`src/rtl/microseq_pkg.sv`:
```
// Shared definitions for the microsequencer: next-address codes, field positions
// and condition-source indices.
package microseq_pkg;

    typedef enum logic [2:0] {
        NS_ENC  = 3'd0,
        NS_INC  = 3'd1,
        NS_JMP  = 3'd2,
        NS_CJMP = 3'd3,
        NS_CENC = 3'd4,
        NS_CALL = 3'd5,
        NS_RET  = 3'd6,
        NS_WAIT = 3'd7
    } nsel_e;

    localparam int unsigned N_W    = 3;
    localparam int unsigned S_W    = 2;
    localparam int unsigned COND_W = 4;

    localparam int unsigned COND_MOC  = 0;
    localparam int unsigned COND_EVAL = 1;
    localparam int unsigned COND_IR   = 2;
    localparam int unsigned COND_ZERO = 3;

    function automatic int unsigned n_msb(input int unsigned word_w);
        return word_w - 1;
    endfunction

    function automatic int unsigned inv_pos(input int unsigned word_w);
        return word_w - 4;
    endfunction

    function automatic int unsigned s_msb(input int unsigned word_w);
        return word_w - 5;
    endfunction

    function automatic int unsigned ctl_msb(input int unsigned word_w);
        return word_w - 7;
    endfunction

    function automatic int unsigned ctl_lsb(input int unsigned addr_w);
        return addr_w;
    endfunction

endpackage

```
`src/rtl/microstore_ram.sv`:
```
// Writable microstore: synchronous write port, combinational read port.
module microstore_ram #(
    parameter int unsigned ADDR_W = 6,
    parameter int unsigned WORD_W = 32
) (
    input  logic              Clk,
    input  logic              we,
    input  logic [ADDR_W-1:0] waddr,
    input  logic [WORD_W-1:0] wdata,
    input  logic [ADDR_W-1:0] raddr,
    output logic [WORD_W-1:0] rdata_c
);

    localparam int unsigned DEPTH = 2 ** ADDR_W;

    logic [WORD_W-1:0] mem [DEPTH];

    always_ff @(posedge Clk) begin
        if (we) mem[waddr] <= wdata;
    end

    assign rdata_c = mem[raddr];

endmodule

```
`src/rtl/microsequencer.sv`:
```
// Microprogrammed control sequencer: microstore, control register, 8-way
// next-address selector with condition test and a return-address stack.
module microsequencer
    import microseq_pkg::*;
#(
    parameter int unsigned ADDR_W      = 6,
    parameter int unsigned WORD_W      = 32,
    parameter int unsigned STACK_DEPTH = 4,
    parameter int unsigned RESET_ADDR  = 0
) (
    input  logic              Clk,
    input  logic              Reset,
    input  logic [ADDR_W-1:0] Encoder,
    input  logic [COND_W-1:0] Cond,
    input  logic              Stall,
    input  logic              ProgWe,
    input  logic [ADDR_W-1:0] ProgAddr,
    input  logic [WORD_W-1:0] ProgData,
    output logic [WORD_W-1:0] CtrlOut,
    output logic [ADDR_W-1:0] UPC,
    output logic              StackErr
);

    localparam int unsigned SP_W   = $clog2(STACK_DEPTH + 1);
    localparam int unsigned IDX_W  = (STACK_DEPTH > 1) ? $clog2(STACK_DEPTH) : 1;
    localparam int unsigned N_MSB  = n_msb(WORD_W);
    localparam int unsigned INV_B  = inv_pos(WORD_W);
    localparam int unsigned S_MSB  = s_msb(WORD_W);
    localparam logic [ADDR_W-1:0] RST_A = ADDR_W'(RESET_ADDR);

    nsel_e             nsel;
    logic              inv;
    logic [S_W-1:0]    sel;
    logic [ADDR_W-1:0] target;
    logic [ADDR_W-1:0] upc_inc;
    logic [ADDR_W-1:0] next_upc;
    logic [ADDR_W-1:0] fetch_addr;
    logic [ADDR_W-1:0] stack_top;
    logic [WORD_W-1:0] rd_data;
    logic              cond_c;
    logic              push;
    logic              pop;
    logic              full;
    logic              empty;
    logic [SP_W-1:0]   sp;
    logic [ADDR_W-1:0] stack_mem [STACK_DEPTH];

    microstore_ram #(
        .ADDR_W (ADDR_W),
        .WORD_W (WORD_W)
    ) u_store (
        .Clk     (Clk),
        .we      (ProgWe),
        .waddr   (ProgAddr),
        .wdata   (ProgData),
        .raddr   (fetch_addr),
        .rdata_c (rd_data)
    );

    assign nsel      = nsel_e'(CtrlOut[N_MSB -: N_W]);
    assign inv       = CtrlOut[INV_B];
    assign sel       = CtrlOut[S_MSB -: S_W];
    assign target    = CtrlOut[ADDR_W-1:0];
    assign cond_c    = Cond[sel] ^ inv;
    assign upc_inc   = UPC + ADDR_W'(1);
    assign empty     = (sp == '0);
    assign full      = (sp == SP_W'(STACK_DEPTH));
    assign stack_top = stack_mem[empty ? IDX_W'(0) : IDX_W'(sp - SP_W'(1))];

    // Next-address selection and stack requests.
    always_comb begin
        next_upc = upc_inc;
        push     = 1'b0;
        pop      = 1'b0;
        case (nsel)
            NS_ENC:  next_upc = Encoder;
            NS_INC:  next_upc = upc_inc;
            NS_JMP:  next_upc = target;
            NS_CJMP: if (cond_c) next_upc = target;
            NS_CENC: if (cond_c) next_upc = Encoder;
            NS_CALL: begin
                next_upc = target;
                push     = 1'b1;
            end
            NS_RET: begin
                pop      = 1'b1;
                next_upc = empty ? RST_A : stack_top;
            end
            NS_WAIT: if (!cond_c) next_upc = UPC;
            default: next_upc = upc_inc;
        endcase
        fetch_addr = Reset ? RST_A : next_upc;
    end

    // Sequencer state: microaddress, control register, stack pointer, error flag.
    always_ff @(posedge Clk) begin
        if (Reset) begin
            UPC      <= RST_A;
            CtrlOut  <= rd_data;
            sp       <= '0;
            StackErr <= 1'b0;
        end else if (!Stall) begin
            UPC     <= next_upc;
            CtrlOut <= rd_data;
            if (push) begin
                if (full) StackErr <= 1'b1;
                else      sp       <= sp + SP_W'(1);
            end
            if (pop) begin
                if (empty) StackErr <= 1'b1;
                else       sp       <= sp - SP_W'(1);
            end
        end
    end

    // Return-address storage; a push on a full stack is dropped.
    always_ff @(posedge Clk) begin
        if (!Reset && !Stall && push && !full) stack_mem[IDX_W'(sp)] <= upc_inc;
    end

endmodule

```
`config.mk`:
```
export PLATFORM = sky130hd
export DESIGN_NAME = microsequencer
export DESIGN_NICKNAME = d
export VERILOG_FILES = /design/src/rtl/microseq_pkg.sv /design/src/rtl/microstore_ram.sv /design/src/rtl/microsequencer.sv
export SDC_FILE = /design/constraint.sdc
export NUM_CORES = 2
export LEC_CHECK = 0
export BUFFER_PORTS_ARGS = -buffer_cell sky130_fd_sc_hd__buf_2
export CAP_MARGIN = 20
export CORE_MARGIN = 2
export CORE_UTILIZATION = 57
export DETAILED_ROUTE_END_ITERATION = 6
export GPL_ROUTABILITY_DRIVEN = 0
export PLACE_DENSITY = 0.76
export SLEW_MARGIN = 10
export SYNTH_ARGS = -nofsm -noshare
export SYNTH_HDL_FRONTEND = slang
export SYNTH_SLANG_ARGS = --single-unit
```
`constraint.sdc`:
```
create_clock -name Clk -period 3.7 [get_ports Clk]
set_input_delay 0.185 -clock Clk [delete_from_list [all_inputs] [get_ports Clk]]
set_output_delay 0.185 -clock Clk [all_outputs]
set_load 0.01 [all_outputs]
```
==> flow_metrics.tcl <==
set metrics [dict create \
    fin_ws_ps -666.4 \
    rsz0062_at_grt "yes" \
    r2r_cells 15 \
    cpLargestDelayFamily "multiplexers" \
    syn_nets 5387 \
    worst-setup-path-type "register to register" \
    routed-wl-met2_um 115500 \
    vias 54180 \
    critPathMaxStageDelay_ps 660 \
    core_area_mm2 0.1457 \
    hpwl_um 152500 \
    die_w_um 387.4 \
    status "complete, but fails checks" \
    worstSetupEndpointType "register" \
    clk_latency_ps 870 \
    port_buffers 90 \
    path_max_fanout 9 \
    critPathRequiredTime_ps 4300 \
    crit_buf_inv 6 \
    cts_sinks 2114 \
    wire_per_inst_um 31.70 \
    drv_slew 0 \
    yosys.area.top_type "edfxtp_1" \
    grt_pass1_wl_um 357900 \
    row_count 140 \
    cts_buffer_depth 3 \
    tightestPinTransition_ps 1229 \
    synth-edff-count 2104 \
    routedLengthMet1_um 87750 \
    ir_worst_vdd_mv 1.020 \
    power_leakage_nw 34.79 \
    p_per_area_mw_per_mm2 993.8 \
    r2r-end "CtrlOut[9]" \
    crit_chain "mux4_2 -> xnor2_4 -> buf_12 -> mux2i_4 -> o31ai_4 -> buf_12 -> buf_16 -> buf_12 -> mux2i_1 -> o32ai_2 -> a211oi_2 -> buf_4 -> o22ai_1 -> buf_4 -> a221o_1" \
    drive_above_1_share 0.2242 \
    antenna_found_initial 15 \
    avgSynthCellArea_um2 15.73 \
    clock_skew_ps 42.79 \
    slew_headroom 0.1807 \
    io-pin-count 91 \
    remaining_drc_errors 1 \
    drtPass1Iterations 7 \
    holdPathEnd "u_store.mem[11][17]" \
    hp-class "input pin to register" \
    p_total_w 0.09939 \
    ys_async_sr_fraction 0 \
    drtAntennaViolNets 0 \
    nNetsFinal 6022 \
    routed_via_density 6.735 \
    chipHeight_um 387.4 \
    max_clock_freq_mhz 229.0 \
    die_area_mm2 0.1501 \
    yosys_warnings 0 \
    grt_max_degree 84 \
    met3_length_um 35270 \
    start_util 0.5750 \
    area_delta_synth_final_pct 19.34 \
    stdcell_count 8044 \
    grt_overflow 0 \
    synth_top_area_frac 0.7540 \
    whs_path_depth 2 \
    reg2reg_from "CtrlOut[26]" \
    drt-total-wl_um 255000 \
    yosys.cell_types.count 81 \
    finalHoldViolCount 0 \
    detailedRoute.firstIterationViolations 8586 \
    worst_path_max_delay_cell "mux4_2" \
    post-place-ws_ps -1027 \
    period_minus_slack_ps 4366 \
    ff2ff_setup_slack_ps -670 \
    cts_htree_levels 4 \
    cts_tree "done" \
    highest_layer "met5" \
    finalInstanceArea_mm2 0.1000 \
    fillers 9025 \
    violations "DRC, setup timing" \
    synth_seq_cells 2114 \
    grt_pass1_vias 52530 \
    holdWs_ps 15.77 \
    drv_cap 0 \
    numCtsBuffers 196 \
    cp.arrival_ps 4970 \
    cp-start-kind "register" \
    dpl.cell_count 7587 \
    grt_usage 0.3288 \
    synthesis.area_mm2 0.08380 \
    dpl_cell_area_mm2 0.09155 \
    synthCells 5329 \
    clk_pin_slew_ps 70 \
    ys_top_cells_by_area "edfxtp_1 (75%), mux2i_1 (6.2%), nand2_1 (3.8%), nand3_1 (1.4%), o32ai_1 (1.3%)" \
    hp-start "ProgData[17]" \
    cp_common_cell "buf_12" \
    final-setup-viol-count 32 \
    cts_root_buf "clkbuf_16" \
    yosysSeqAreaShare 0.7563 \
    period_share 1.180 \
    synth-main-ff-cell "edfxtp_1" \
]
## cells by family after synthesis
group                    synth area share
adder cells (fa/ha/maj)         0.0008958
AND/OR/NAND/NOR                   0.06588
XOR/XNOR                        0.0008511
flip-flops                         0.7563
multiplexers                      0.07592
AO/OA/AOI/OAI                     0.07969
buffers and inverters             0.02043
## per-stage QoR
stage / TNS, ps / utilization
6_report: -18410 / 0.6862
5_1_grt: -18900 / 0.6861
4_1_cts: -15910 / 0.6784
3_5_place_dp: -21550 / 0.6282
3_3_place_gp: -21620 / 0.6278
2_1_floorplan: -370.5 / -
## power breakdown
part | internal, W | switching, W | leakage, nW
combinational | 0.0213 | 0.0309 | 12.7
sequential | 0.0270 | 0.000424 | 19.1
clock | 0.0110 | 0.00878 | 3.04
## cells in the mapped netlist (15+ instances only)
| cell type | instances |
|---|---|
| a31oi_1 | 64 |
| a22oi_1 | 35 |
| a21oi_1 | 103 |
| o31ai_1 | 32 |
| a32o_1 | 31 |
| mux2i_1 | 517 |
| o22ai_1 | 96 |
| buf_2 | 111 |
| clkbuf_1 | 201 |
| o211ai_1 | 127 |
| buf_4 | 37 |
| nand2_1 | 843 |
| o2111ai_1 | 63 |
| nor2_1 | 90 |
| edfxtp_1 | 2104 |
| or3_1 | 67 |
| o32ai_1 | 129 |
| a211oi_1 | 69 |
| buf_1 | 15 |
| a221o_1 | 32 |
| mux2_2 | 97 |
| o21ai_0 | 79 |
| nand3_1 | 237 |
## worst max-delay path by stage
stage | end | slack, ps | cells past startpoint | start
finish | CtrlOut[9] | -670 | 15 | CtrlOut[26]
floorplan | CtrlOut[10] | -20 | 14 | sp[0]
global placement | CtrlOut[10] | -1020 | 16 | CtrlOut[26]
global route | CtrlOut[9] | -690 | 15 | CtrlOut[26]
detailed placement | CtrlOut[9] | -1030 | 12 | CtrlOut[26]
CTS | CtrlOut[7] | -560 | 14 | CtrlOut[26]
## final cells by class
type,count,area (um^2),area share
antenna,4,10.01,0.0001001
clock buffer,251,5175,0.05175
clock inverter,106,1057,0.01057
inverter,11,41.29,0.0004129
multi-input combinational,2837,20080,0.2008
sequential,2114,63380,0.6338
tap,1917,2399,0.02398
timing repair buffer,804,7863,0.07862
## per-layer routing
metal,up-vias,global-route usage
met5,-,0
met4,16,0.1947
met3,792,0.08684
met2,4408,0.5004
met1,26790,0.4290
li1,22180,-
## state kept, by name, indices dropped and copies added, names as in the netlist
register / count
stack_mem: 24
CtrlOut: 32
StackErr: 1
sp: 3
UPC: 6
u_store.mem: 2048
## cell usage in the layout, fill, tap and decap left out, types with 36 or more instances in the layout
master	n
clkinv_1	40
o21ai_0	47
nand3_1	229
edfxtp_1	2104
or3_1	67
nand2_1	840
o22ai_1	92
mux2i_1	502
clkbuf_1	52
clkinv_2	36
clkbuf_16	211
buf_2	88
buf_12	111
o2111ai_1	57
mux2_2	97
a211oi_1	47
buf_4	527
a21oi_1	101
o32ai_1	124
a31oi_1	64
nor2_4	64
o211ai_1	127
## repair_timing
| item | CTS | global route |
|---|---|---|
| endpoints found under the setup margin | 32 | 32 |
| hold buffers | 21 | 5 |
| cloned | 3 | 12 |
| pin swaps | 13 | 41 |
| setup buffers | 29 | 25 |
| endpoints found under the hold margin | 353 | 104 |
| resized for setup | 131 | 108 |
Power figures use the tool's default switching activity.
